[src/rtl/dvi_timing_ctrl.sv]
// Video timing generator and RGB555 -> IDF=3 half-word packer for the CH7301C.
// Optional saturating missed-pixel counter enabled by DVI_UNDERFLOW_COUNT_EN.
module dvi_timing_ctrl #(
  parameter int unsigned HORI_SYNC_PULSE   = 136,
  parameter int unsigned HORI_BACK_PORCH   = 160,
  parameter int unsigned HORI_VISIBLE_AREA = 1024,
  parameter int unsigned HORI_FRONT_PORCH  = 24,
  parameter int unsigned VERT_SYNC_PULSE   = 6,
  parameter int unsigned VERT_BACK_PORCH   = 29,
  parameter int unsigned VERT_VISIBLE_AREA = 768,
  parameter int unsigned VERT_FRONT_PORCH  = 3,
  parameter bit          SYNC_POLARITY     = 1'b0
) (
  input  logic        clk,
  input  logic        rst,
  input  logic [14:0] pixel_data,
  input  logic        pixel_valid,
  output logic        pixel_ready,
  output logic        frame_start,
  output logic        dvi_h,
  output logic        dvi_v,
  output logic        dvi_de,
  output logic [11:0] dvi_data_rise,
  output logic [11:0] dvi_data_fall,
  output logic        underflow,
  output logic [15:0] underflow_count
);

  localparam int unsigned HW  = HORI_SYNC_PULSE + HORI_BACK_PORCH +
                                HORI_VISIBLE_AREA + HORI_FRONT_PORCH;
  localparam int unsigned VW  = VERT_SYNC_PULSE + VERT_BACK_PORCH +
                                VERT_VISIBLE_AREA + VERT_FRONT_PORCH;
  localparam int unsigned HCW = $clog2(HW);
  localparam int unsigned VCW = $clog2(VW);
  localparam int unsigned H_VIS_START = HORI_SYNC_PULSE + HORI_BACK_PORCH;
  localparam int unsigned H_VIS_END   = H_VIS_START + HORI_VISIBLE_AREA;
  localparam int unsigned V_VIS_START = VERT_SYNC_PULSE + VERT_BACK_PORCH;
  localparam int unsigned V_VIS_END   = V_VIS_START + VERT_VISIBLE_AREA;

  logic [HCW-1:0] h_cnt_q, h_cnt_d;
  logic [VCW-1:0] v_cnt_q, v_cnt_d;
  logic           frame_start_q, frame_start_d;
  logic           dvi_h_q, dvi_h_d;
  logic           dvi_v_q, dvi_v_d;
  logic           dvi_de_q, dvi_de_d;
  logic [11:0]    rise_q, rise_d;
  logic [11:0]    fall_q, fall_d;
  logic           underflow_q, underflow_d;

  logic h_sync_c, h_vis_c, v_sync_c, v_vis_c;
  logic hsync_c, de_c, take_c, miss_c;

  // Region decode straight from the counters; these are the pre-register terms.
  always_comb begin
    h_sync_c = (h_cnt_q < HCW'(HORI_SYNC_PULSE));
    h_vis_c  = (h_cnt_q >= HCW'(H_VIS_START)) && (h_cnt_q < HCW'(H_VIS_END));
    v_sync_c = (v_cnt_q < VCW'(VERT_SYNC_PULSE));
    v_vis_c  = (v_cnt_q >= VCW'(V_VIS_START)) && (v_cnt_q < VCW'(V_VIS_END));
    hsync_c  = h_sync_c && v_vis_c;
    de_c     = h_vis_c && v_vis_c;
    take_c   = de_c && pixel_valid;
    miss_c   = de_c && !pixel_valid;
  end

  assign pixel_ready = de_c && !rst;

  // Free-running raster counters plus next values of every registered output.
  always_comb begin
    h_cnt_d = h_cnt_q + HCW'(1);
    v_cnt_d = v_cnt_q;
    if (h_cnt_q == HCW'(HW - 1)) begin
      h_cnt_d = '0;
      if (v_cnt_q == VCW'(VW - 1)) v_cnt_d = '0;
      else                         v_cnt_d = v_cnt_q + VCW'(1);
    end
    frame_start_d = (h_cnt_q == '0) && (v_cnt_q == '0);
    dvi_h_d       = hsync_c  ? SYNC_POLARITY : ~SYNC_POLARITY;
    dvi_v_d       = v_sync_c ? SYNC_POLARITY : ~SYNC_POLARITY;
    dvi_de_d      = de_c;
    rise_d        = '0;
    fall_d        = '0;
    if (take_c) begin
      rise_d = {1'b0, pixel_data[14:10], pixel_data[9:8], 4'b0000};
      fall_d = {pixel_data[7:5], pixel_data[4:0], 4'b0000};
    end
    underflow_d = underflow_q || miss_c;
  end

  always_ff @(posedge clk) begin
    if (rst) begin
      h_cnt_q       <= '0;
      v_cnt_q       <= '0;
      frame_start_q <= 1'b0;
      dvi_h_q       <= ~SYNC_POLARITY;
      dvi_v_q       <= ~SYNC_POLARITY;
      dvi_de_q      <= 1'b0;
      rise_q        <= '0;
      fall_q        <= '0;
      underflow_q   <= 1'b0;
    end else begin
      h_cnt_q       <= h_cnt_d;
      v_cnt_q       <= v_cnt_d;
      frame_start_q <= frame_start_d;
      dvi_h_q       <= dvi_h_d;
      dvi_v_q       <= dvi_v_d;
      dvi_de_q      <= dvi_de_d;
      rise_q        <= rise_d;
      fall_q        <= fall_d;
      underflow_q   <= underflow_d;
    end
  end

  assign frame_start   = frame_start_q;
  assign dvi_h         = dvi_h_q;
  assign dvi_v         = dvi_v_q;
  assign dvi_de        = dvi_de_q;
  assign dvi_data_rise = rise_q;
  assign dvi_data_fall = fall_q;
  assign underflow     = underflow_q;

`ifdef DVI_UNDERFLOW_COUNT_EN
  logic [15:0] uf_cnt_q, uf_cnt_d;

  // Saturating count of black pixels substituted for missing source data.
  always_comb begin
    uf_cnt_d = uf_cnt_q;
    if (miss_c && (uf_cnt_q != 16'hFFFF)) uf_cnt_d = uf_cnt_q + 16'd1;
  end

  always_ff @(posedge clk) begin
    if (rst) uf_cnt_q <= '0;
    else     uf_cnt_q <= uf_cnt_d;
  end

  assign underflow_count = uf_cnt_q;
`else
  assign underflow_count = 16'h0000;
`endif

endmodule
[config.mk]
export PLATFORM = sky130hd
export DESIGN_NAME = dvi_timing_ctrl
export DESIGN_NICKNAME = d
export VERILOG_FILES = /design/src/rtl/dvi_timing_ctrl.sv
export SDC_FILE = /design/constraint.sdc
export NUM_CORES = 1
export LEC_CHECK = 0
export BUFFER_PORTS_ARGS = -buffer_cell sky130_fd_sc_hd__buf_2
export CORE_MARGIN = 4
export CORE_UTILIZATION = 45
export DETAILED_ROUTE_END_ITERATION = 12
export PLACE_DENSITY = 0.75
export SYNTH_ARGS = -nofsm -noshare
export SYNTH_HDL_FRONTEND = slang
export SYNTH_SLANG_ARGS = --single-unit
[constraint.sdc]
create_clock -name clk -period 2.2 [get_ports clk]
set_clock_uncertainty 0.05 [all_clocks]
set_input_delay 0 -clock clk [delete_from_list [all_inputs] [get_ports clk]]
set_output_delay 0 -clock clk [all_outputs]
set_load 0.05 [all_outputs]
Word-level counts from Yosys, hierarchy flattened
Index checks and enable logic that the tools add are counted.
{ "word_totals": {"output_inout_bits": 46, "ff_bits": 50} }
{ "classes": {"bitwise_logic": 1, "n_reduce_logical": 15, "order_cmp": 6, "eq_ne": 2, "mux": 3, "n_addsub": 2} }
{ "op_table": {"columns": ["op", "n"], "rows": [
  ["$add 11x1->11 const B", 1],
  ["$eq 11x11->1 const B", 1],
  ["$ge 11x9->1 const B", 1],
  ["$logic_not 11->1", 1],
  ["$lt 11x11->1 const B", 1],
  ["$lt 11x8->1 const B", 1],
  ["$add 10x1->10 const B", 1],
  ["$eq 10x10->1 const B", 1],
  ["$ge 10x6->1 const B", 1],
  ["$logic_not 10->1", 1],
  ["$lt 10x10->1 const B", 1],
  ["$lt 10x3->1 const B", 1],
  ["$mux 10", 1],
  ["$logic_and 1x1->1", 8],
  ["$reduce_or 2->1", 2],
  ["$logic_not 1->1", 2],
  ["$mux 1", 2],
  ["$logic_or 1x1->1", 1],
  ["$not 1->1", 1]
]} }

Longest topological paths before layout
{ "logic_depth": {"depth_word": 6, "depth_mapped": 7, "depth_no_buf": 6} }

Least setup slack after synthesis
Ideal clock, no wire load.
{ "synth_timing": {"kind": "reg2out", "startpoint": "register v_cnt_q[0]", "endpoint": "output pixel_ready", "slack_ps": -231, "arrival_ps": 2381, "path_buffers": 2, "stages_incl_launch_ff": 8, "cell_sequence": "dfxtp_1 > ha_1 > o41ai_1 > a21oi_1 > a311o_1 > clkbuf_1 > clkbuf_1 > nor2_1"} }
{ "synth_between": {"elab_chain_len": 4, "elab_cells_between_ends": 5, "classes_between": "2 x order compare; 3 x reduce/logical"} }
{ "synth_lines": {"columns": ["item", "line_no", "text"], "rows": [
  ["from (decl)", "41", "logic [VCW-1:0] v_cnt_q, v_cnt_d;"],
  ["from (signal assigned)", "102", "v_cnt_q <= v_cnt_d;"],
  ["$ge 10x6->1 / $lt 10x10->1 (equally long branches)", "58", "v_vis_c = (v_cnt_q >= VCW'(V_VIS_START)) && (v_cnt_q < VCW'(V_VIS_END));"],
  ["$logic_and 1x1->1 (*)", "58", null],
  ["$logic_and 1x1->1 (*)", "60", "de_c = h_vis_c && v_vis_c;"],
  ["$logic_and 1x1->1 (*)", "65", "assign pixel_ready = de_c && !rst;"],
  ["to (decl)", "18", "output logic pixel_ready,"]
]} }
Mark *: on every way between the ends. The rest lies on a longest branch, timed or not.

Worst setup path after layout
{ "layout_timing": {"startpoint": "register h_cnt_q[9]", "endpoint": "register v_cnt_q[8]"} }
{ "layout_between": {"elab_chain_len": 1} }
{ "layout_lines": {"columns": ["item", "line_no", "text"], "rows": [
  ["from (decl)", "40", "logic [HCW-1:0] h_cnt_q, h_cnt_d;"],
  ["from (signal assigned)", "101", "h_cnt_q <= h_cnt_d;"],
  ["$eq 11x11->1", "71", "if (h_cnt_q == HCW'(HW - 1)) begin"]
]} }
Every way passes these cells.
A chain may end at the register's enable or synchronous reset.

==> impl_results.md <==
* Average vias per placed instance at approximately 5.0
* Most common cell in the netlist: dfxtp_1
* Clock Sinks at ~40
* Clk buf depth at 2
* VDD IR max at around 0.25 mV
* CP max FO at 11
* Final period util at between 90 and 100%
* Syn-to-layout area delta at 29.4%
* Antenna violations before repair at 0
* Remaining DRCs at 0
* CTS tree: done
* Largest stage delay, worst path at roughly 0.6 ns
* Worst Hold Class: in -> reg
* Nets at around 310
* Post-synthesis sequential area ratio at roughly 43%
* Flops & latches, synth at 41
* Setup violations, final at 0
* Clock Power Share at 40.0%
* Number of distinct library cells after synthesis at 34
* Crit path cell chain: or3_4 -> or4_4 -> or4_1 -> a21oi_1
* Total number of vias at between 1500 and 2000
* Initial Util at between 40% and 50%
* Flop-to-flop setup slack at roughly 0.095 ns
* DRT Pass-1 Iters at 4
* Filler instances at around 350
* Crit. End Element: flip-flop
* Vias in the first global route at ~1600
* Worst Path Arrival at ~2.3 ns
* Pwr dens at 629 nW/µm²
* Critical path launch point: h_cnt_q[9]$_SDFF_PP0_
* XOR/XNOR Fraction of Synth Area at 4.58%
* Adder-cell area share of the yosys netlist at roughly 3.3%
* CTS buffer count at 5
* Post-synth EDFFs at 0
* Dpl cell area at roughly 2100 µm²
* Status: finished, final reports clean
* Worst Hold Launch: pixel_valid
* Slew headroom at a little over three fifths
* Gate power share at a little under an eighth
* Unrepaired setup endpoints after global routing: no
* H-tree levels at 2
* Port Buffers at 38
* CTS Root Buffer Type: clkbuf_8
* Data required, critical path at around 2.4 ns
* Total gr overflow at 0
* Reg-to-reg startpoint: h_cnt_q[9]$_SDFF_PP0_
* Initial DRC Count at between 100 and 150
* Setup WS pre-CTS at 0.00639 ns
* Standard-cell rows at 23
* NetSw at slightly below 0.4 mW
* DRT Wirelength at roughly 4400 µm
* Crit Path Category: reg -> reg
* Most common library cells after synthesis: dfxtp_1 (41), buf_4 (25), nand2_1 (25)
* Mux contribution to synthesized area at 0%
* Die W at around 73 µm
* Synth Area in Simple Gates at a little over a quarter
* Reg2Reg Capture Point: v_cnt_q[8]$_SDFFE_PP0P_
* Post-synth ARST share at 0%
* Largest family of logic cells by synthesized area: simple AND/OR/NAND/NOR gates
* Pins Over Slew Limit at 0
* Element type at the critical path start: flip-flop
* Largest net degree at the start of global routing at 20
* Clock Latency Late Sink at just under 0.3 ns
* Max_cap viols at 0
* Setup TNS at 0 ns
* Yosys warnings at 0
* Sink of the worst hold path: dvi_data_fall[4]$_SDFF_PP0_
* Leakage at about 1.0 nW
* Die ar. at 5360 µm²
* Synth Area in Compound Gates at under 10%
* First-pass GRT wire length at approximately 7000 µm
* Fmax at ~0.48 GHz
* Minimum clock period at between 2 and 2.5 ns
* Worst-Margin Slew at 0.559 ns
* DP HPWL at a little under 3000 µm
* Main flop type after synthesis: dfxtp_1
* Hold violation count in the final report at 0
* Reg2reg path depth at 4
* Die height at 73.2 µm
* Top-area cell type share of the netlist area at a little over two fifths
* Gr usage total at between 10% and 20%
* CP max stage cell: or4_4
* Ports at 64
* Routed Antenna Nets at 0
* GPL Wtd Cong at about 0.8
* Routed WL per cell at between 10 and 15 µm
* Hold path cells at 3
* Clock transition at path regs at around 0.08 ns
* Final WS setup at between 0.09 and 0.1 ns
* Layout cell share with drive strength beyond 1 at between 20% and 30%
* Sequential power share at between 40% and 50%
* Average size of a mapped cell at around 8.5 µm²
* Largest area contributor in the netlist: dfxtp_1
* Internal Power at about 1.2 mW
* Post-route cell area at between 2000 and 2500 µm²
* Synth area leaders: dfxtp_1 (43%), buf_4 (9.8%), nor3_1 (5.2%)
* Core ar. at 4060 µm²
* Sw Share at ~25%
* Diode count at 0
* Mapped Cells at 226
* Setup bufs post-CTS at 0
* Design Power at around 1.6 mW
* Cell area after synthesis at around 1900 µm²
[layout make-up]
class / instances / area, µm² / area share (%)
timing repair buffer: 69 / 485 / 19.6
inverter: 8 / 30.0 / 1.21
clock inverter: 2 / 37.5 / 1.52
tap: 50 / 62.6 / 2.53
sequential: 41 / 821 / 33.2
multi-input combinational: 165 / 956 / 38.6
clock buffer: 6 / 82.6 / 3.34
[routing by layer]
layer | vias to the layer above | wire length (µm) | GRT usage (%)
met3 | 12 | 278 | 3.72
met4 | 0 | 109 | 7.38
met5 | - | 0 | 0
met2 | 55 | 2180 | 27.1
li1 | 857 | - | -
met1 | 767 | 1860 | 21.1
[critical path: cells and delay by family, from the launching register on]
kind,cells,cell delay [ns]
AOI/OAI and AO/OA,1,0.16
DFF,1,0.31
and+or+nand+nor,3,1.52
[power groups by stage]
stage          registers [mW]  clock network, mW  logic, mW
2_1_floorplan           0.781                  0      0.157
3_3_place_gp            0.771                  0      0.156
3_5_place_dp            0.771                  0      0.156
4_1_cts                 0.754              0.635      0.179
5_1_grt                 0.755              0.670      0.193
6_report                0.754              0.623      0.181
[cell usage in the layout (no fill, tap or decap), drive strengths merged, types with 3 or more instances in the layout]
cell,netlist,routed
or4,4,4
inv,8,8
xor2,4,4
conb,1,25
clkbuf,8,6
nor4,3,3
nand4,5,5
buf,28,53
dlygate4sd3,0,16
nand3b,4,4
nor2,17,17
nand2,25,25
o41ai,3,3
dfxtp,41,41
nor3,20,20
nand3,7,7
o21ai,5,5
and3,3,3
a21oi,11,11
or3,6,6
o31ai,3,3
ha,5,5
xnor2,6,6
[cells by family (layout without fill, tap and decap cells)]
logic type,after synthesis,in the layout
buf+inv,44,85
compound gates,26,26
simple gates,99,99
xor+xnor,10,10
other cells,1,25
fa+ha+maj,5,5
flops,41,41
[metrics by stage]
stage,utilization (%),hold WS (ns),std cells
after floorplan,-,0.0774,250
after global placement,53.0,0.182,317
after detailed placement,53.0,0.184,317
after CTS,60.2,0.0130,341
after global routing,61.0,0.0287,341
final,61.0,0.0207,341
[what timing repair did]
item / in CTS / in global routing
gates cloned: 0 / 0
endpoints found under the setup margin: 7 / 1
hold buffers: 16 / 0
pin swaps: 0 / 2
gates resized for setup: 3 / 5
endpoints found under the hold margin: 20 / 0
[worst max-delay path by stage]
stage                              end  slack (ns)
2_1_floorplan  v_cnt_q[9]$_SDFFE_PP0P_        0.05
3_3_place_gp   v_cnt_q[6]$_SDFFE_PP0P_        0.02
3_5_place_dp   v_cnt_q[0]$_SDFFE_PP0P_       0.006
4_1_cts                    pixel_ready        0.06
5_1_grt                    pixel_ready       0.008
6_report       v_cnt_q[8]$_SDFFE_PP0P_         0.1
[flip-flops by register name, summed over array words and instances (netlist names)]
| signal | cells |
|---|---|
| dvi_v | 1 |
| dvi_data_fall | 8 |
| v_cnt_q | 10 |
| dvi_de | 1 |
| frame_start | 1 |
| dvi_data_rise | 7 |
| h_cnt_q | 11 |
| underflow | 1 |
| dvi_h | 1 |
(Power assumes the default switching activity.)
